### src/rtl/la_seq_trg_if.sv
// AXI-stream style beat bundle (data, last, valid/ready) for the logic analyzer stream path.
interface la_seq_trg_if #(
    parameter int DW = 16
);
    logic [DW-1:0] tdata;
    logic          tlast;
    logic          tvalid;
    logic          tready;

    modport master (output tdata, output tlast, output tvalid, input tready);
    modport slave  (input tdata, input tlast, input tvalid, output tready);
endinterface

### src/rtl/la_seq_trg.sv
// Multi-stage sequential trigger: walks up to SN level/edge stages in order and flags the
// beat that completes the sequence, carried through a one-beat register slice.
module la_seq_trg #(
    parameter  int DW = 16,
    parameter  int SN = 4,
    parameter  int PW = 16,
    parameter  int CW = 32,
    localparam int SW = (SN > 1) ? $clog2(SN) : 1
) (
    input  logic             clk,
    input  logic             rst,
    la_seq_trg_if.slave      sti,
    la_seq_trg_if.master     sto,
    input  logic             ctl_rst,
    input  logic             ctl_arm,
    input  logic             cfg_con,
    input  logic [SW:0]      cfg_num,
    input  logic [SN*DW-1:0] cfg_msk,
    input  logic [SN*DW-1:0] cfg_val,
    input  logic [SN*DW-1:0] cfg_pos,
    input  logic [SN*DW-1:0] cfg_neg,
    input  logic [SN*PW-1:0] cfg_cnt,
    input  logic [SN*PW-1:0] cfg_tmo,
    output logic             evn_trg,
    output logic             sts_arm,
    output logic [SW-1:0]    sts_stg,
    output logic [CW-1:0]    sts_trc
);
    typedef enum logic [1:0] {IDLE, ARMED, DONE} state_t;

    state_t        state;
    logic [SW-1:0] stg;
    logic [PW-1:0] hcnt, tcnt;
    logic [DW-1:0] prv;
    logic          pvl;
    logic [CW-1:0] trc;

    logic          beat;
    logic [DW-1:0] msk, val, pos, neg;
    logic [PW-1:0] cnt_eff, tmo, hcnt_nx, tcnt_nx;
    logic [SW:0]   num_eff;
    logic          lvl, edg, hit, sat, last_stg, fire;

    function automatic logic [CW-1:0] sat_inc(input logic [CW-1:0] v);
        return (&v) ? v : v + 1'b1;
    endfunction

    function automatic logic [SW:0] clamp_num(input logic [SW:0] n);
        if (n == '0)
            return (SW+1)'(1);
        else if (n > (SW+1)'(SN))
            return (SW+1)'(SN);
        else
            return n;
    endfunction

    assign sti.tready = ~sto.tvalid | sto.tready;
    assign beat       = sti.tvalid & sti.tready;

    always_comb begin
        msk      = cfg_msk[stg*DW +: DW];
        val      = cfg_val[stg*DW +: DW];
        pos      = cfg_pos[stg*DW +: DW];
        neg      = cfg_neg[stg*DW +: DW];
        tmo      = cfg_tmo[stg*PW +: PW];
        cnt_eff  = (cfg_cnt[stg*PW +: PW] == '0) ? PW'(1) : cfg_cnt[stg*PW +: PW];
        num_eff  = clamp_num(cfg_num);
        hcnt_nx  = hcnt + 1'b1;
        tcnt_nx  = tcnt + 1'b1;
        lvl      = ((sti.tdata ^ val) & msk) == '0;
        // Edges need a previous sample; the first beat after a soft reset cannot edge-hit.
        edg      = pvl & ((|(pos & sti.tdata & ~prv)) | (|(neg & ~sti.tdata & prv)));
        hit      = lvl & (((pos | neg) == '0) | edg);
        sat      = hit & (hcnt_nx >= cnt_eff);
        last_stg = {1'b0, stg} >= (num_eff - 1'b1);
        fire     = beat & ~ctl_arm & (state == ARMED) & sat & last_stg;
    end

    always_ff @(posedge clk or posedge rst) begin
        if (rst) begin
            state      <= IDLE;
            stg        <= '0;
            hcnt       <= '0;
            tcnt       <= '0;
            prv        <= '0;
            pvl        <= 1'b0;
            trc        <= '0;
            sto.tdata  <= '0;
            sto.tlast  <= 1'b0;
            sto.tvalid <= 1'b0;
            evn_trg    <= 1'b0;
        end else if (ctl_rst) begin
            state      <= IDLE;
            stg        <= '0;
            hcnt       <= '0;
            tcnt       <= '0;
            pvl        <= 1'b0;
            trc        <= '0;
            sto.tvalid <= 1'b0;
            evn_trg    <= 1'b0;
        end else begin
            if (beat) begin
                prv        <= sti.tdata;
                pvl        <= 1'b1;
                sto.tdata  <= sti.tdata;
                sto.tlast  <= sti.tlast;
                sto.tvalid <= 1'b1;
                evn_trg    <= fire;
            end else if (sto.tready) begin
                sto.tvalid <= 1'b0;
                evn_trg    <= 1'b0;
            end

            if (ctl_arm) begin
                state <= ARMED;
                stg   <= '0;
                hcnt  <= '0;
                tcnt  <= '0;
            end else if (beat && state == ARMED) begin
                if (sat) begin
                    hcnt <= '0;
                    tcnt <= '0;
                    if (!last_stg) begin
                        stg <= stg + 1'b1;
                    end else begin
                        stg   <= '0;
                        trc   <= sat_inc(trc);
                        state <= cfg_con ? ARMED : DONE;
                    end
                end else begin
                    if (hit)
                        hcnt <= hcnt_nx;
                    // A satisfying beat never reaches here, so it always beats a timeout.
                    if (stg != '0 && tmo != '0) begin
                        if (tcnt_nx >= tmo) begin
                            stg  <= '0;
                            hcnt <= '0;
                            tcnt <= '0;
                        end else begin
                            tcnt <= tcnt_nx;
                        end
                    end
                end
            end
        end
    end

    assign sts_arm = (state == ARMED);
    assign sts_stg = stg;
    assign sts_trc = trc;
endmodule
### src/flat_wrapper.sv
// flat-port wrapper written by rule: the top's interface ports become plain ports
module la_seq_trg_flat 
#(
    parameter  int DW = 16,
    parameter  int SN = 4,
    parameter  int PW = 16,
    parameter  int CW = 32,
    localparam int SW = (SN > 1) ? $clog2(SN) : 1
)
  (clk, rst, ctl_rst, ctl_arm, cfg_con, cfg_num, cfg_msk, cfg_val, cfg_pos, cfg_neg, cfg_cnt, cfg_tmo, evn_trg, sts_arm, sts_stg, sts_trc, sti_tdata, sti_tlast, sti_tvalid, sti_tready, sto_tdata, sto_tlast, sto_tvalid, sto_tready);
  la_seq_trg_if #(.DW(DW)) sti_i ();
  la_seq_trg_if #(.DW(DW)) sto_i ();
  input  logic clk;
  input  logic rst;
  input  logic ctl_rst;
  input  logic ctl_arm;
  input  logic cfg_con;
  input  logic [SW:0] cfg_num;
  input  logic [SN*DW-1:0] cfg_msk;
  input  logic [SN*DW-1:0] cfg_val;
  input  logic [SN*DW-1:0] cfg_pos;
  input  logic [SN*DW-1:0] cfg_neg;
  input  logic [SN*PW-1:0] cfg_cnt;
  input  logic [SN*PW-1:0] cfg_tmo;
  output logic evn_trg;
  output logic sts_arm;
  output logic [SW-1:0] sts_stg;
  output logic [CW-1:0] sts_trc;
  input wire logic [$bits(sti_i.tdata)-1:0] sti_tdata;
  input wire logic [$bits(sti_i.tlast)-1:0] sti_tlast;
  input wire logic [$bits(sti_i.tvalid)-1:0] sti_tvalid;
  output wire logic [$bits(sti_i.tready)-1:0] sti_tready;
  output wire logic [$bits(sto_i.tdata)-1:0] sto_tdata;
  output wire logic [$bits(sto_i.tlast)-1:0] sto_tlast;
  output wire logic [$bits(sto_i.tvalid)-1:0] sto_tvalid;
  input wire logic [$bits(sto_i.tready)-1:0] sto_tready;
  assign sti_i.tdata = sti_tdata;
  assign sti_i.tlast = sti_tlast;
  assign sti_i.tvalid = sti_tvalid;
  assign sti_tready = sti_i.tready;
  assign sto_tdata = sto_i.tdata;
  assign sto_tlast = sto_i.tlast;
  assign sto_tvalid = sto_i.tvalid;
  assign sto_i.tready = sto_tready;
  la_seq_trg #(.DW(DW), .SN(SN), .PW(PW), .CW(CW)) u_core (.clk(clk), .rst(rst), .sti(sti_i), .sto(sto_i), .ctl_rst(ctl_rst), .ctl_arm(ctl_arm), .cfg_con(cfg_con), .cfg_num(cfg_num), .cfg_msk(cfg_msk), .cfg_val(cfg_val), .cfg_pos(cfg_pos), .cfg_neg(cfg_neg), .cfg_cnt(cfg_cnt), .cfg_tmo(cfg_tmo), .evn_trg(evn_trg), .sts_arm(sts_arm), .sts_stg(sts_stg), .sts_trc(sts_trc));
endmodule
### config.mk
export PLATFORM = sky130hd
export DESIGN_NAME = la_seq_trg_flat
export DESIGN_NICKNAME = d
export VERILOG_FILES = /design/src/rtl/la_seq_trg_if.sv /design/src/rtl/la_seq_trg.sv /design/src/flat_wrapper.sv
export SDC_FILE = /design/constraint.sdc
export NUM_CORES = 1
export LEC_CHECK = 0
export CAP_MARGIN = 20
export CORE_AREA = 10 10 171 173
export DETAILED_ROUTE_END_ITERATION = 8
export DIE_AREA = 0 0 181 183
export DONT_BUFFER_PORTS = 1
export PLACE_DENSITY = 0.56
export SLEW_MARGIN = 40
export SYNTH_ARGS = -nofsm -noshare
export SYNTH_HDL_FRONTEND = slang
export SYNTH_SLANG_ARGS = --single-unit
### constraint.sdc
create_clock -name clk -period 11.2 [get_ports clk]
set_input_delay 2.24 -clock clk [delete_from_list [all_inputs] [get_ports clk]]
set_output_delay 2.24 -clock clk [all_outputs]
set_load 0.02 [all_outputs]
==> summary.md <==
| Metric | Value |
|---|---|
| Vias in the first global route | `slightly below 9,000` |
| Setup Buffers After CTS | `0` |
| Post-Syn Nets | `1,544` |
| RSZ-0062 raised after global routing | `false` |
| HPWL Detailed | `33,800 um` |
| Total wire length | `40,500 um` |
| Hold Crit Class | `flip-flop to flip-flop` |
| CP Launch Type | `primary input` |
| Filler cell count | `2,613` |
| Number of routed nets with antenna violations | `0` |
| Yosys cell types | `87` |
| Syn Area/Cell | `between 8 and 9 um2` |
| Die W | `181 um` |
| Measured slew at the worst slew-check pin | `826 ps` |
| Post-synth EDFFs | `0` |
| Storage cell area | `2210 um2` |
| Worst Path Required | `11,440 ps` |
| CP max stage delay | `640 ps` |
| Peak VDD IR | `around 0.000065 V` |
| Largest net degree at the start of global routing | `74` |
| Multi-input logic area | `approximately 6700 um2` |
| Post-Synthesis Cell Area | `9530 um2` |
| Tmin final | `5940 ps` |
| FF-to-FF Start | `u_core.sts_stg[0]` |
| Clock buffer depth | `2` |
| Fraction of registers with async set or reset after synthesis | `1.00` |
| GP Congestion | `a little under 1` |
| Number of synthesized register bits | `between 80 and 90` |
| Worst hold start | `u_core.state[1]` |
| Port Buffers | `0` |
| Fin crit share | `0.530` |
| Mapped Cells | `1,094` |
| Final Hold Fails | `0` |
| Achievable Freq | `168 MHz` |
| Final nets | `about 1,500` |
| Vias/cell | `6.31` |
| Global route total overflow | `0` |
| CP arrival | `6180 ps` |
| YS warnings | `0` |
| Initial antenna violation count | `5` |
| Total CTS buffers | `9` |
| Hold Slack | `519 ps` |
| Status | `finished clean` |
| Post-Route Skew | `about 8.2 ps` |
| Clock Sinks | `88` |
| CTS tree | `yes` |
| Leak | `~4.0 nW` |
| Clk_lat worst skew | `350 ps` |
| Setup-failing EPs final | `0` |
| Initial Util | `0.370` |
| Worst setup path category | `primary input to flip-flop` |
| Endpoint class of the critical path | `flip-flop` |
| Critical path cell sequence | `mux4_2, inv_1, nand4_1, nor4_1, a31o_2, ha_1, nor2b_1, o21ai_0, a21oi_1, o21ai_0, a21boi_0, nor4_1, nand3_2, nor3_1, mux2_4` |
| Cts hold-fix bufs | `0` |
| Pre-antenna DRT Iters | `4` |
| Ys flop type | `dfrtp_1` |
| Root buffer cell | `clkbuf_16` |
| Max Slew Vio Count | `0` |
| # rows | `a little under 60` |
| Rel. slew slack | `0.444` |
| Core ar. | `25,800 um2` |
| Die height | `183 um` |
| Setup TNS Final | `0 ps` |
| CP max stage cell | `nor4_1` |
| DRC | `0` |
| IO Pins | `466` |
| Max Cap Viol | `0` |
| Layout cell share with drive strength beyond 1 | `0.126` |
| CTS clk-pin slew, worst paths | `70 ps` |
| Htree depth | `3` |
| PostCTS Resize Cnt | `0` |
| Routed wire per std cell | `29.0 um` |
| CP max FO | `20` |
| Pwr/cell area | `84.8 nW/um2` |
| Die ar. | `33,100 um2` |
| Critical path startpoint | `cfg_cnt[55]` |
| Register area share after synthesis | `0.231` |
| First-pass GRT wire length | `58,800 um` |
| Drt first-iter violations | `508` |
| Layout area overhead | `4.92%` |
| Vias | `8,821` |
| GRT Total Usage | `0.231` |
-- worst max-delay path: cells and delay by family --
family	cells	cell delay, ps
compound gates	5	980
fa+ha+maj	1	110
buf+inv	1	100
mux	2	770
simple gates	6	1960
-- per-stage QoR --
step                      worst slack [ps]  utilization  area (um2)  instances  power [mW]
after floorplan                       5840            -        9530       1094       0.460
after global placement                4930        0.374        9630       1380       0.497
after detailed placement              4970        0.375        9650       1380       0.498
after CTS                             5320        0.388       10000       1396       0.862
after global routing                  4960        0.388       10000       1397       0.888
final                                 5260        0.388       10000       1397       0.848
-- state kept, by name, indices dropped and copies added (netlist names) --
name and count:
u_core.sts_trc 32, u_core.sto.tlast 1, u_core.pvl 1, u_core.sto.tdata 16, u_core.state 2, u_core.sto.tvalid 1, u_core.sts_stg 2, u_core.tcnt 16
u_core.hcnt 16, u_core.evn_trg 1
-- cells by family after synthesis --
logic type,count (synthesis),share of synthesized area
and+or+nand+nor,422,0.247
muxes,114,0.178
AOI/OAI and AO/OA,261,0.191
xor gates and xnor gates,32,0.0294
DFF,88,0.231
adders and majority gates,39,0.0512
buffers and inverters,138,0.0725
-- cells in the mapped netlist (4+ instances only) --
master	n	area, um2
dfrtp_1	88	2200
inv_1	82	308
nand2_1	63	236
nor2_1	63	236
a21oi_1	53	265
o21ai_0	52	260
mux2i_1	46	460
ha_1	39	488
nand3_1	38	190
mux4_2	37	833
nand2b_1	37	231
nor4_1	35	219
nor2b_1	27	169
nor3_1	26	130
and3_1	25	156
xor2_1	25	219
mux2_2	23	259
or3_1	20	125
nand4_1	19	119
or4_1	17	128
a21o_1	16	120
clkbuf_1	16	60.1
buf_2	14	70.1
buf_6	14	158
or2_2	14	87.6
a311oi_1	13	114
o22ai_1	13	81.3
a32oi_1	12	105
nand3b_1	12	90.1
o21ai_1	10	50.1
o21ai_2	10	87.6
nor3b_1	7	52.6
xnor2_1	7	61.3
a22oi_1	6	45.0
and2_1	6	37.5
buf_4	6	45.0
mux2_4	6	90.1
a211oi_1	5	37.5
a22o_1	5	43.8
a32o_1	5	50.1
o311a_1	5	50.1
o32ai_1	5	43.8
a31oi_1	4	25.0
-- final timing paths --
| kind | slack [ps] | to | cells after the start |
|---|---|---|---|
| max in group asynchronous | 8530 | u_core.sts_trc[5] | 2 |
| worst max-delay path | 5260 | u_core.sts_trc[25] | 15 |
| worst max register to register | 5750 | u_core.sts_trc[25] | 16 |
| worst min-delay path | 520 | u_core.state[1] | 2 |
| min in group asynchronous | 1760 | u_core.sts_stg[0] | 1 |
| worst min register to register | 520 | u_core.state[1] | 2 |
-- placed cells by master (no fill, tap or decap), drive strengths merged, types with 37 or more instances in the layout --
| cell | count |
|---|---|
| ha | 39 |
| nor2 | 63 |
| nor4 | 38 |
| nand2 | 64 |
| mux2i | 46 |
| o21ai | 72 |
| inv | 84 |
| mux4 | 39 |
| nand3 | 39 |
| dfrtp | 88 |
| nand2b | 37 |
| a21oi | 54 |
-- cell type report --
class / count / share of cell area
Inverter: 83 / 0.0314
Timing Repair Buffer: 6 / 0.00525
Clock inverter: 6 / 0.0116
Tap cell: 335 / 0.0419
Antenna cell: 1 / 0.000250
Clock buffer: 10 / 0.0229
Sequential cell: 88 / 0.221
Multi-Input combinational cell: 868 / 0.666
-- power breakdown --
group | switching (mW) | internal, mW | total, mW | leakage, nW
logic | 0.0689 | 0.0610 | 0.130 | 2.61
registers | 0.0329 | 0.328 | 0.361 | 1.19
clock network | 0.137 | 0.220 | 0.357 | 0.167
total | 0.239 | 0.609 | 0.848 | 3.96
-- layer usage --
layer | GRT usage | routed length [um] | vias up
li1 | - | - | 4072
met1 | 0.279 | 16300 | 4250
met2 | 0.376 | 19000 | 432
met3 | 0.0911 | 4190 | 61
met4 | 0.0674 | 969 | 6
met5 | 0 | 45 | -
Power figures use the tool's default switching activity.
